<file path="src/rtl/instr_fetch_pkg.sv">
// Shared definitions for the byte-serial instruction fetch unit: state encoding,
// strobe/finish polarities and the default wait budget per byte beat.
package instr_fetch_pkg;

  typedef enum logic [1:0] {
    START = 2'd0,
    FETCH = 2'd1,
    HOLD  = 2'd2,
    ERR   = 2'd3
  } fetch_state_e;

  // pcir_cs is active-low
  localparam logic ACTIVE   = 1'b0;
  localparam logic INACTIVE = 1'b1;

  localparam logic FULL  = 1'b1;
  localparam logic EMPTY = 1'b0;

  localparam int TIMEOUT_CYCLES_DEF = 16;
  localparam int BEATS              = 4;

  function automatic logic is_word_aligned(input logic [31:0] addr);
    return (addr[1:0] == 2'b00);
  endfunction

endpackage

</file>
<file path="src/rtl/instr_fetch_timer.sv">
// Per-beat wait counter: counts consecutive ready-low cycles and flags the
// cycle on which one more stall would hit the timeout budget.
module fetch_timer #(
  parameter int TIMEOUT_CYCLES = 16
) (
  input  logic clk,
  input  logic rst,
  input  logic i_clear,
  input  logic i_inc,
  output logic o_expire
);

  localparam int CW = (TIMEOUT_CYCLES < 2) ? 1 : $clog2(TIMEOUT_CYCLES + 1);

  logic [CW-1:0] r_cnt;
  logic          w_at_limit;

  // Stall number TIMEOUT_CYCLES is the one seen while the count is one short.
  assign w_at_limit = (r_cnt == CW'(TIMEOUT_CYCLES - 1));
  assign o_expire   = i_inc && w_at_limit;

  always_ff @(posedge clk or negedge rst) begin
    if (!rst) begin
      r_cnt <= '0;
    end else if (i_clear) begin
      r_cnt <= '0;
    end else if (i_inc && !w_at_limit) begin
      r_cnt <= r_cnt + CW'(1);
    end
  end

endmodule

</file>
<file path="src/rtl/instr_fetch.sv">
// Instruction fetch unit: reads a 32-bit word one byte at a time (big-endian)
// from byte-wide memory and presents it to the PC unit until a new PC arrives.
module instr_fetch
  import instr_fetch_pkg::*;
#(
  parameter int TIMEOUT_CYCLES = TIMEOUT_CYCLES_DEF
) (
  input  logic        clk,
  input  logic        rst,
  input  logic        pcir_cs,
  input  logic [31:0] program_count,
  output logic [31:0] mem_addr,
  output logic        mem_rd,
  input  logic [7:0]  mem_rdata,
  input  logic        mem_ready,
  output logic [31:0] opcode,
  output logic        finish,
  output logic        fetch_err
);

  fetch_state_e r_state, w_state_nxt;

  logic [31:0] r_base;
  logic [1:0]  r_beat;
  logic [23:0] r_buf;
  logic [31:0] r_opcode;

  logic w_latch;
  logic w_capture;
  logic w_last_beat;
  logic w_tmr_clear;
  logic w_tmr_inc;
  logic w_expire;

  assign w_last_beat = (r_beat == 2'(BEATS - 1));

  always_ff @(posedge clk or negedge rst) begin
    if (!rst) r_state <= START;
    else      r_state <= w_state_nxt;
  end

  always_comb begin
    w_state_nxt = r_state;
    w_latch     = 1'b0;
    w_capture   = 1'b0;
    unique case (r_state)
      START: begin
        w_latch     = 1'b1;
        w_state_nxt = is_word_aligned(program_count) ? FETCH : ERR;
      end
      FETCH: begin
        if (mem_ready) begin
          w_capture = 1'b1;
          if (w_last_beat) w_state_nxt = HOLD;
        end else if (w_expire) begin
          w_state_nxt = ERR;
        end
      end
      HOLD: begin
        // Same PC re-strobed means a two-step branch still needs this opcode.
        if (pcir_cs == INACTIVE)         w_state_nxt = HOLD;
        else if (program_count != r_base) w_state_nxt = START;
      end
      ERR:     w_state_nxt = ERR;
      default: w_state_nxt = START;
    endcase
  end

  always_ff @(posedge clk or negedge rst) begin
    if (!rst) begin
      r_base   <= '0;
      r_beat   <= '0;
      r_buf    <= '0;
      r_opcode <= '0;
    end else begin
      if (w_latch) begin
        r_base <= program_count;
        r_beat <= '0;
      end else if (w_capture) begin
        r_beat <= r_beat + 2'd1;
      end
      if (w_capture) begin
        // Earlier beats shift toward the MSB, so beat0 ends in [31:24].
        r_buf <= {r_buf[15:0], mem_rdata};
        if (w_last_beat) r_opcode <= {r_buf, mem_rdata};
      end
    end
  end

  assign w_tmr_clear = (r_state != FETCH) || mem_ready;
  assign w_tmr_inc   = (r_state == FETCH) && !mem_ready;

  fetch_timer #(
    .TIMEOUT_CYCLES(TIMEOUT_CYCLES)
  ) u_timer (
    .clk     (clk),
    .rst     (rst),
    .i_clear (w_tmr_clear),
    .i_inc   (w_tmr_inc),
    .o_expire(w_expire)
  );

  assign mem_addr  = r_base + {30'd0, r_beat};
  assign mem_rd    = (r_state == FETCH);
  assign opcode    = r_opcode;
  assign finish    = (r_state == HOLD) ? FULL : EMPTY;
  assign fetch_err = (r_state == ERR);

endmodule

</file>
<file path="config.mk">
export PLATFORM = sky130hd
export DESIGN_NAME = instr_fetch
export DESIGN_NICKNAME = d
export VERILOG_FILES = /design/src/rtl/instr_fetch_pkg.sv /design/src/rtl/instr_fetch_timer.sv /design/src/rtl/instr_fetch.sv
export SDC_FILE = /design/constraint.sdc
export NUM_CORES = 1
export LEC_CHECK = 0
export CAP_MARGIN = 20
export CORE_MARGIN = 4
export CORE_UTILIZATION = 33
export DETAILED_ROUTE_END_ITERATION = 8
export PLACE_DENSITY = 0.64
export SLEW_MARGIN = 20
export SYNTH_ARGS = -nofsm -noshare
export SYNTH_HDL_FRONTEND = slang
export SYNTH_SLANG_ARGS = --single-unit
</file>
<file path="constraint.sdc">
create_clock -name clk -period 2.69 [get_ports clk]
set_input_delay 0.269 -clock clk [delete_from_list [all_inputs] [get_ports clk]]
set_output_delay 0.269 -clock clk [all_outputs]
set_load 0.01 [all_outputs]
</file>
==> metrics.md, run 1 <==
| Metric | Value |
|---|---|
| Outcome | `finished, final reports clean` |
| Distinct cells, synth | `38` |
| Top-count cell post-synth | `dfrtp_1` |
| Total Routing Usage GR | `0.1555` |
| Synth Area in Simple Gates | `0.1675` |
| Vias in the first global route | `3913` |
| Hold Crit Class | `in2async` |
| DRC | `0` |
| Max-Cap Viols | `0` |
| Multi-input logic area | `2305 µm²` |
| Latest clock arrival within the worst-skew pair | `0.36 ns` |
| Dpl cells | `724` |
| Die Area | `16460 µm²` |
| Clock Tree Buf Depth | `2` |
| Via count | `3639` |
| Total of warnings raised by yosys | `0` |
| Post-synthesis async set-or-reset flop share | `1.000` |
| RSZ-0062 raised after global routing | `false` |
| Core Area | `14040 µm²` |
| 1st-pass router iterations | `4` |
| Detailed router's first-iteration violation count | `171` |
| Finished Layout Cells | `749` |
| IO buf count | `110` |
| Detail Route Antenna Nets | `0` |
| CP startpoint kind | `register` |
| Slew @ Worst Pin | `0.5766 ns` |
| Io pins | `111` |
| Setup CP Type | `reg2out` |
| Critical Path Sink Type | `output pin` |
| Cell count after synthesis | `436` |
| Net count, final | `614` |
| Top post-synthesis cells by area | `dfrtp_1 (51%), mux2_2 (14%), xor2_1 (9.4%), nand2_1 (7.2%), xnor2_1 (2.6%)` |
| Root Driver | `clkbuf_16` |
| Area occupied by registers | `2431 µm²` |
| Worst VDD drop | `0.4070 mV` |
| Tcrit/Tclk final | `0.9653` |
| Filler Cells Inserted | `1290` |
| Starting Density | `0.3400` |
| Setup Slack @ Placement | `-0.02150 ns` |
| Fin crit period | `2.597 ns` |
| Setup tns final | `0 ns` |
| Via-to-Cell Ratio | `4.858` |
| Die Ht | `128.3 µm` |
| Synthesized net count | `486` |
| Layout area overhead | `37.16%` |
| Final Max Tran Viols | `0` |
| Post-synthesis instance area | `4775 µm²` |
| Post-synth EDFFs | `0` |
| Post-Synth Adder-Cell Area | `0.01730` |
| Die W | `128.3 µm` |
| Top_reg_cell synth | `dfrtp_1` |
| Peak Freq | `0.3851 GHz` |
| Dpl hpwl | `8.884 mm` |
| Site Rows | `43` |
| Placer Congestion | `0.8515` |
| Final Skew | `0.007300 ns` |
| Final hold violations | `0` |
| Total gr overflow | `0` |
| Reg clk slew, reported paths | `0.07 ns` |
| Share of layout cells above drive strength 1 | `0.2619` |
| Pwr/cell area | `945.2 nW/µm²` |
| CTS tree | `done` |
| Slew margin rel. | `0.6156` |
| Setup ws final | `0.09334 ns` |
| Post-synth top cells | `dfrtp_1 (97), nand2_1 (91), mux2_2 (60)` |
| Worst EP required | `2.42 ns` |
| XOR/XNOR Fraction of Synth Area | `0.1192` |
| First-pass GRT wire length | `20.02 mm` |
| H-tree levels | `3` |
| CTS Sinks | `97` |
| Cts bufs inserted | `9` |
| Pin count of the biggest net entering global routing | `55` |
| Largest family of logic cells by synthesized area | `simple AND/OR/NAND/NOR gates` |
| Syn_area_per_cell | `10.95 µm²` |
| ANT cells | `0` |
| Crit Path Max Fanout | `6` |
| Number of synthesized register bits | `97` |
| # setup viols final | `0` |
| Mux contribution to synthesized area | `0.1457` |
| Detailed Route WL | `12.41 mm` |
| Initial antenna violation count | `0` |
| Per-cell routed wire length | `16.57 µm` |
| Crit path DAT | `2.33 ns` |
| Sequential cell area fraction in the yosys report | `0.5084` |
| Synth top area share | `0.5084` |
| Leak | `3.140 nW` |
| Cell accounting for the most synthesized area | `dfrtp_1` |
| Compound-cell area share of the yosys netlist | `0.01415` |
cell families (layout without fill, tap and decap cells):
group                      count (synthesis)  after routing
AOI/OAI and AO/OA                         12             12
xor gates and xnor gates                  65             65
adders and majority gates                  6              6
buffers and inverters                     29            162
DFF                                       97             97
muxes                                     62             62
and+or+nand+nor                          165            165
where the power goes:
part	internal [W]	total, W	leakage, nW	switching (W)
clock network	0.000665	0.00131	0.150	0.000644
registers	0.00198	0.00246	1.26	0.000474
logic	0.00132	0.00242	1.73	0.00111
total	0.00397	0.00619	3.14	0.00222
worst max-delay path, stage by stage (launching register included):
cell,delay [ns]
dfrtp_1,0.38
buf_4,0.14
ha_1,0.26
a21o_1,0.14
nand3_1,0.09
buf_6,0.16
buf_4,0.16
nor4_4,0.14
xor2_1,0.22
clkdlybuf4s15_1,0.27
state kept, by name (all words and copies together), names as in the netlist:
register       cells
u_timer.r_cnt      5
r_base            32
r_state            2
r_beat             2
opcode            32
r_buf             24
what timing repair did:
action                                  4_1_cts  5_1_grt
hold buffers                                  1        0
buffers inserted                              7        1
endpoints found under the setup margin       26       20
gates resized for setup                      49       37
hold endpoints to repair                     43        0
pin swaps                                     2        2
area by class of cell:
type,count,area share
tap,180,0.03439
inverter,8,0.004585
clock inverter,7,0.01242
multi-input combinational,310,0.3519
sequential,97,0.3712
timing repair buffer,138,0.1911
clock buffer,9,0.03439
worst paths after layout:
kind	startpoint	to	slack [ns]	depth (start not counted)
max in group asynchronous	rst	r_base[16]	1.53	3
worst min register to register	r_buf[18]	r_buf[18]	0.47	2
worst min-delay path	rst	opcode[16]	0.45	2
worst max register to register	r_state[0]	opcode[7]	0.86	5
min in group clk	mem_rdata[5]	r_buf[5]	0.47	3
worst max-delay path	r_base[1]	mem_addr[27]	0.09	9
through the flow:
step / total power [W] / hold WS (ns) / util / area (µm²)
floorplan: 0.003627 / -0.02659 / - / 4775
global placement: 0.004935 / 0.3013 / 0.4382 / 6153
detailed placement: 0.005000 / 0.3113 / 0.4382 / 6153
CTS: 0.006298 / 0.4585 / 0.4675 / 6565
global route: 0.006596 / 0.4702 / 0.4664 / 6549
finish: 0.006190 / 0.4468 / 0.4664 / 6549
per-layer routing:
metal | part of all wire | up-vias | GRT usage
met3 | 0.081 | 21 | 0.06458
met1 | 0.42 | 1763 | 0.1856
met4 | 0.019 | 0 | 0.04494
met5 | 0 | - | 0
met2 | 0.48 | 122 | 0.2571
li1 | - | 1733 | -
layout by cell type, fill, tap and decap left out, drive strengths merged, types with 2 or more instances in the layout:
cell | synthesis | final
dfrtp | 97 | 97
nand2 | 92 | 92
clkdlybuf4s50 | 0 | 82
mux2 | 60 | 60
xor2 | 51 | 51
buf | 12 | 30
clkbuf | 9 | 23
nor3 | 15 | 15
xnor2 | 14 | 14
nor4 | 13 | 13
inv | 8 | 12
nand3 | 10 | 10
nor2 | 10 | 10
nand4 | 8 | 8
o21ai | 6 | 6
dlygate4sd2 | 0 | 6
ha | 5 | 5
and3 | 3 | 3
a21oi | 3 | 3
dlymetal6s2s | 0 | 3
nor2b | 3 | 3
clkinv | 0 | 3
and2 | 2 | 2
mux2i | 2 | 2
o31ai | 2 | 2
clkdlybuf4s15 | 0 | 2
and4 | 2 | 2
Note: power is estimated with default switching activity, not from simulation.
==> inputs of run 2 (changes only) <==
--- a/config.mk
+++ b/config.mk
@@ -6,10 +6,13 @@
 export NUM_CORES = 1
 export LEC_CHECK = 0
 export CAP_MARGIN = 20
+export CORE_ASPECT_RATIO = 0.5
 export CORE_MARGIN = 4
 export CORE_UTILIZATION = 33
 export DETAILED_ROUTE_END_ITERATION = 8
+export GPL_ROUTABILITY_DRIVEN = 0
 export PLACE_DENSITY = 0.64
+export SETUP_SLACK_MARGIN = 0.4
 export SLEW_MARGIN = 20
 export SYNTH_ARGS = -nofsm -noshare
 export SYNTH_HDL_FRONTEND = slang
==> metrics.md, run 2 (same netlist as run 1, synthesis figures left out) <==
| Metric | Value |
|---|---|
| Final core area utilization | `0.4934` |
| Die W | `178.1 µm` |
| Crit Path Max Fanout | `5` |
| Dpl cells | `734` |
| CP max stage delay | `0.35 ns` |
| Commonest non-fill, non-tap cell in the layout | `dfrtp_1` |
| 1st-pass router iterations | `6` |
| CTS tree | `done` |
| Root Driver | `clkbuf_16` |
| Share of layout cells above drive strength 1 | `0.3136` |
| Max-Cap Viols | `0` |
| Per-cell routed wire length | `16.16 µm` |
| Die Ht | `93.06 µm` |
| CP top delay family | `adder cells` |
| Filler Cells Inserted | `1259` |
| CP startpoint kind | `register` |
| Layout area overhead | `43.13%` |
| Dpl hpwl | `8.388 mm` |
| RSZ-0062 raised after global routing | `true` |
| Most frequent cells in the layout | `dfrtp_1 (94), nand2_1 (89), clkdlybuf4s50_1 (78), mux2_2 (60), xor2_1 (51)` |
| H-tree levels | `3` |
| Worst EP required | `2.42 ns` |
| Final Instance Area | `6834 µm²` |
| Finished Layout Cells | `766` |
| Via-to-Cell Ratio | `4.731` |
| Latest clock arrival within the worst-skew pair | `0.34 ns` |
| Final Max Tran Viols | `0` |
| Critical Path Sink Type | `output pin` |
| # setup viols final | `0` |
| CP Cell Sequence | `ha_2 -> inv_2 -> fa_2 -> nor2b_2 -> nand4_1 -> buf_6 -> nor3_4 -> xor2_1 -> buf_2` |
| Slew margin rel. | `0.3551` |
| First-pass GRT wire length | `19.33 mm` |
| Cts bufs inserted | `9` |
| Pwr/cell area | `914.8 nW/µm²` |
| Area occupied by registers | `2431 µm²` |
| Outcome | `finished, final reports clean` |
| ANT cells | `0` |
| Detailed router's first-iteration violation count | `152` |
| Setup tns final | `0 ns` |
| Peak Freq | `0.3923 GHz` |
| R2R Setup Slk | `0.84 ns` |
| Crit path DAT | `2.28 ns` |
| Initial antenna violation count | `0` |
| Pin count of the biggest net entering global routing | `56` |
| Reg clk slew, reported paths | `0.08 ns` |
| Hold Crit Class | `reg2reg` |
| Starting Density | `0.3447` |
| Total Routing Usage GR | `0.1479` |
| Clock Tree Buf Depth | `2` |
| Via count | `3624` |
| CTS Sinks | `97` |
| Tcrit/Tclk final | `0.9477` |
| Leak | `3.431 nW` |
| Slew @ Worst Pin | `0.9650 ns` |
| Site Rows | `30` |
| Placement Cell Area | `6166 µm²` |
| Final Skew | `0.01003 ns` |
| Detail Route Antenna Nets | `0` |
| Slowest CP cell | `dfrtp_1` |
| DRC | `0` |
| Core Area | `13850 µm²` |
| Setup CP Type | `reg2out` |
| Fin crit period | `2.549 ns` |
| Die Area | `16570 µm²` |
| Worst path bufs/invs | `3` |
| Worst VDD drop | `0.3918 mV` |
| Detailed Route WL | `12.38 mm` |
| Net count, final | `619` |
| Io pins | `111` |
| Final hold violations | `0` |
| IO buf count | `110` |
| Vias in the first global route | `3690` |
| Multi-input logic area | `2512 µm²` |
| Total gr overflow | `0` |
run 2: cell count changes in the layout (fill, tap and decap cells not counted), sizes merged:
cell / before / now
buf: 30 / 58
clkbuf: 23 / 11
clkdlybuf4s50: 82 / 78
dlygate4sd2: 6 / 3
clkdlybuf4s15: 2 / 0
dlymetal6s2s: 3 / 1
bufinv: 0 / 1
clkinv: 3 / 2
clkinvlp: 0 / 1
inv: 12 / 11
run 2: stage by stage:
| stage | setup WS, ns | hold slack [ns] | total power [W] |
|---|---|---|---|
| finish | 0.1408 | 0.4769 | 0.006252 |
| global route | 0.02393 | 0.4928 | 0.006669 |
| CTS | 0.1534 | 0.4771 | 0.006271 |
| detailed placement | 0.01110 | 0.3214 | 0.004946 |
| global placement | 0.02453 | 0.3156 | 0.004898 |
| floorplan | 0.4247 | -0.02659 | 0.003627 |
run 2: layout make-up:
type / count / area share
clock buffers: 9 / 0.03295
multi-input cells: 310 / 0.3676
repair buffers: 143 / 0.1897
well taps: 192 / 0.03515
clock inverters: 7 / 0.01446
inverters: 8 / 0.004394
flip-flops and latches: 97 / 0.3557
run 2: path summary, 6_finish.rpt:
kind                            startpoint            to  depth (start not counted)
max in group asynchronous              rst    opcode[14]                          3
worst min register to register   r_buf[20]     r_buf[20]                          2
worst min-delay path             r_buf[20]     r_buf[20]                          2
worst max register to register  r_state[1]     r_beat[0]                          4
worst max-delay path             r_beat[0]  mem_addr[28]                          9
min in group asynchronous              rst    r_base[26]                          2
run 2: worst reg2reg max path: cells and delay by family, from the launching register on:
kind,cells,cell delay [ns]
AOI/OAI and AO/OA,1,0.13
DFF,1,0.43
and+or+nand+nor,3,1.13
run 2: layer usage:
| layer | routed length [µm] | up-vias | track usage |
|---|---|---|---|
| met1 | 5482 | 1796 | 0.1849 |
| met3 | 769 | 8 | 0.04847 |
| met4 | 85 | 0 | 0.03344 |
| met5 | 0 | - | 0 |
| li1 | - | 1736 | - |
| met2 | 6040 | 84 | 0.2504 |
run 2: report_power, final:
group	internal, W	total, W	leakage (nW)	switching [W]
clock	0.000751	0.00138	0.154	0.000630
sequential	0.00198	0.00244	1.26	0.000453
combinational	0.00130	0.00244	2.02	0.00113
run 2: repair_timing:
| action | 4_1_cts | 5_1_grt |
|---|---|---|
| pin swaps | 18 | 17 |
| hold buffers | 1 | 0 |
| setup endpoints to repair | 31 | 29 |
| gates resized for setup | 145 | 32 |
| cloned | 0 | 1 |
| hold endpoints to repair | 42 | 0 |
| setup buffers | 11 | 3 |
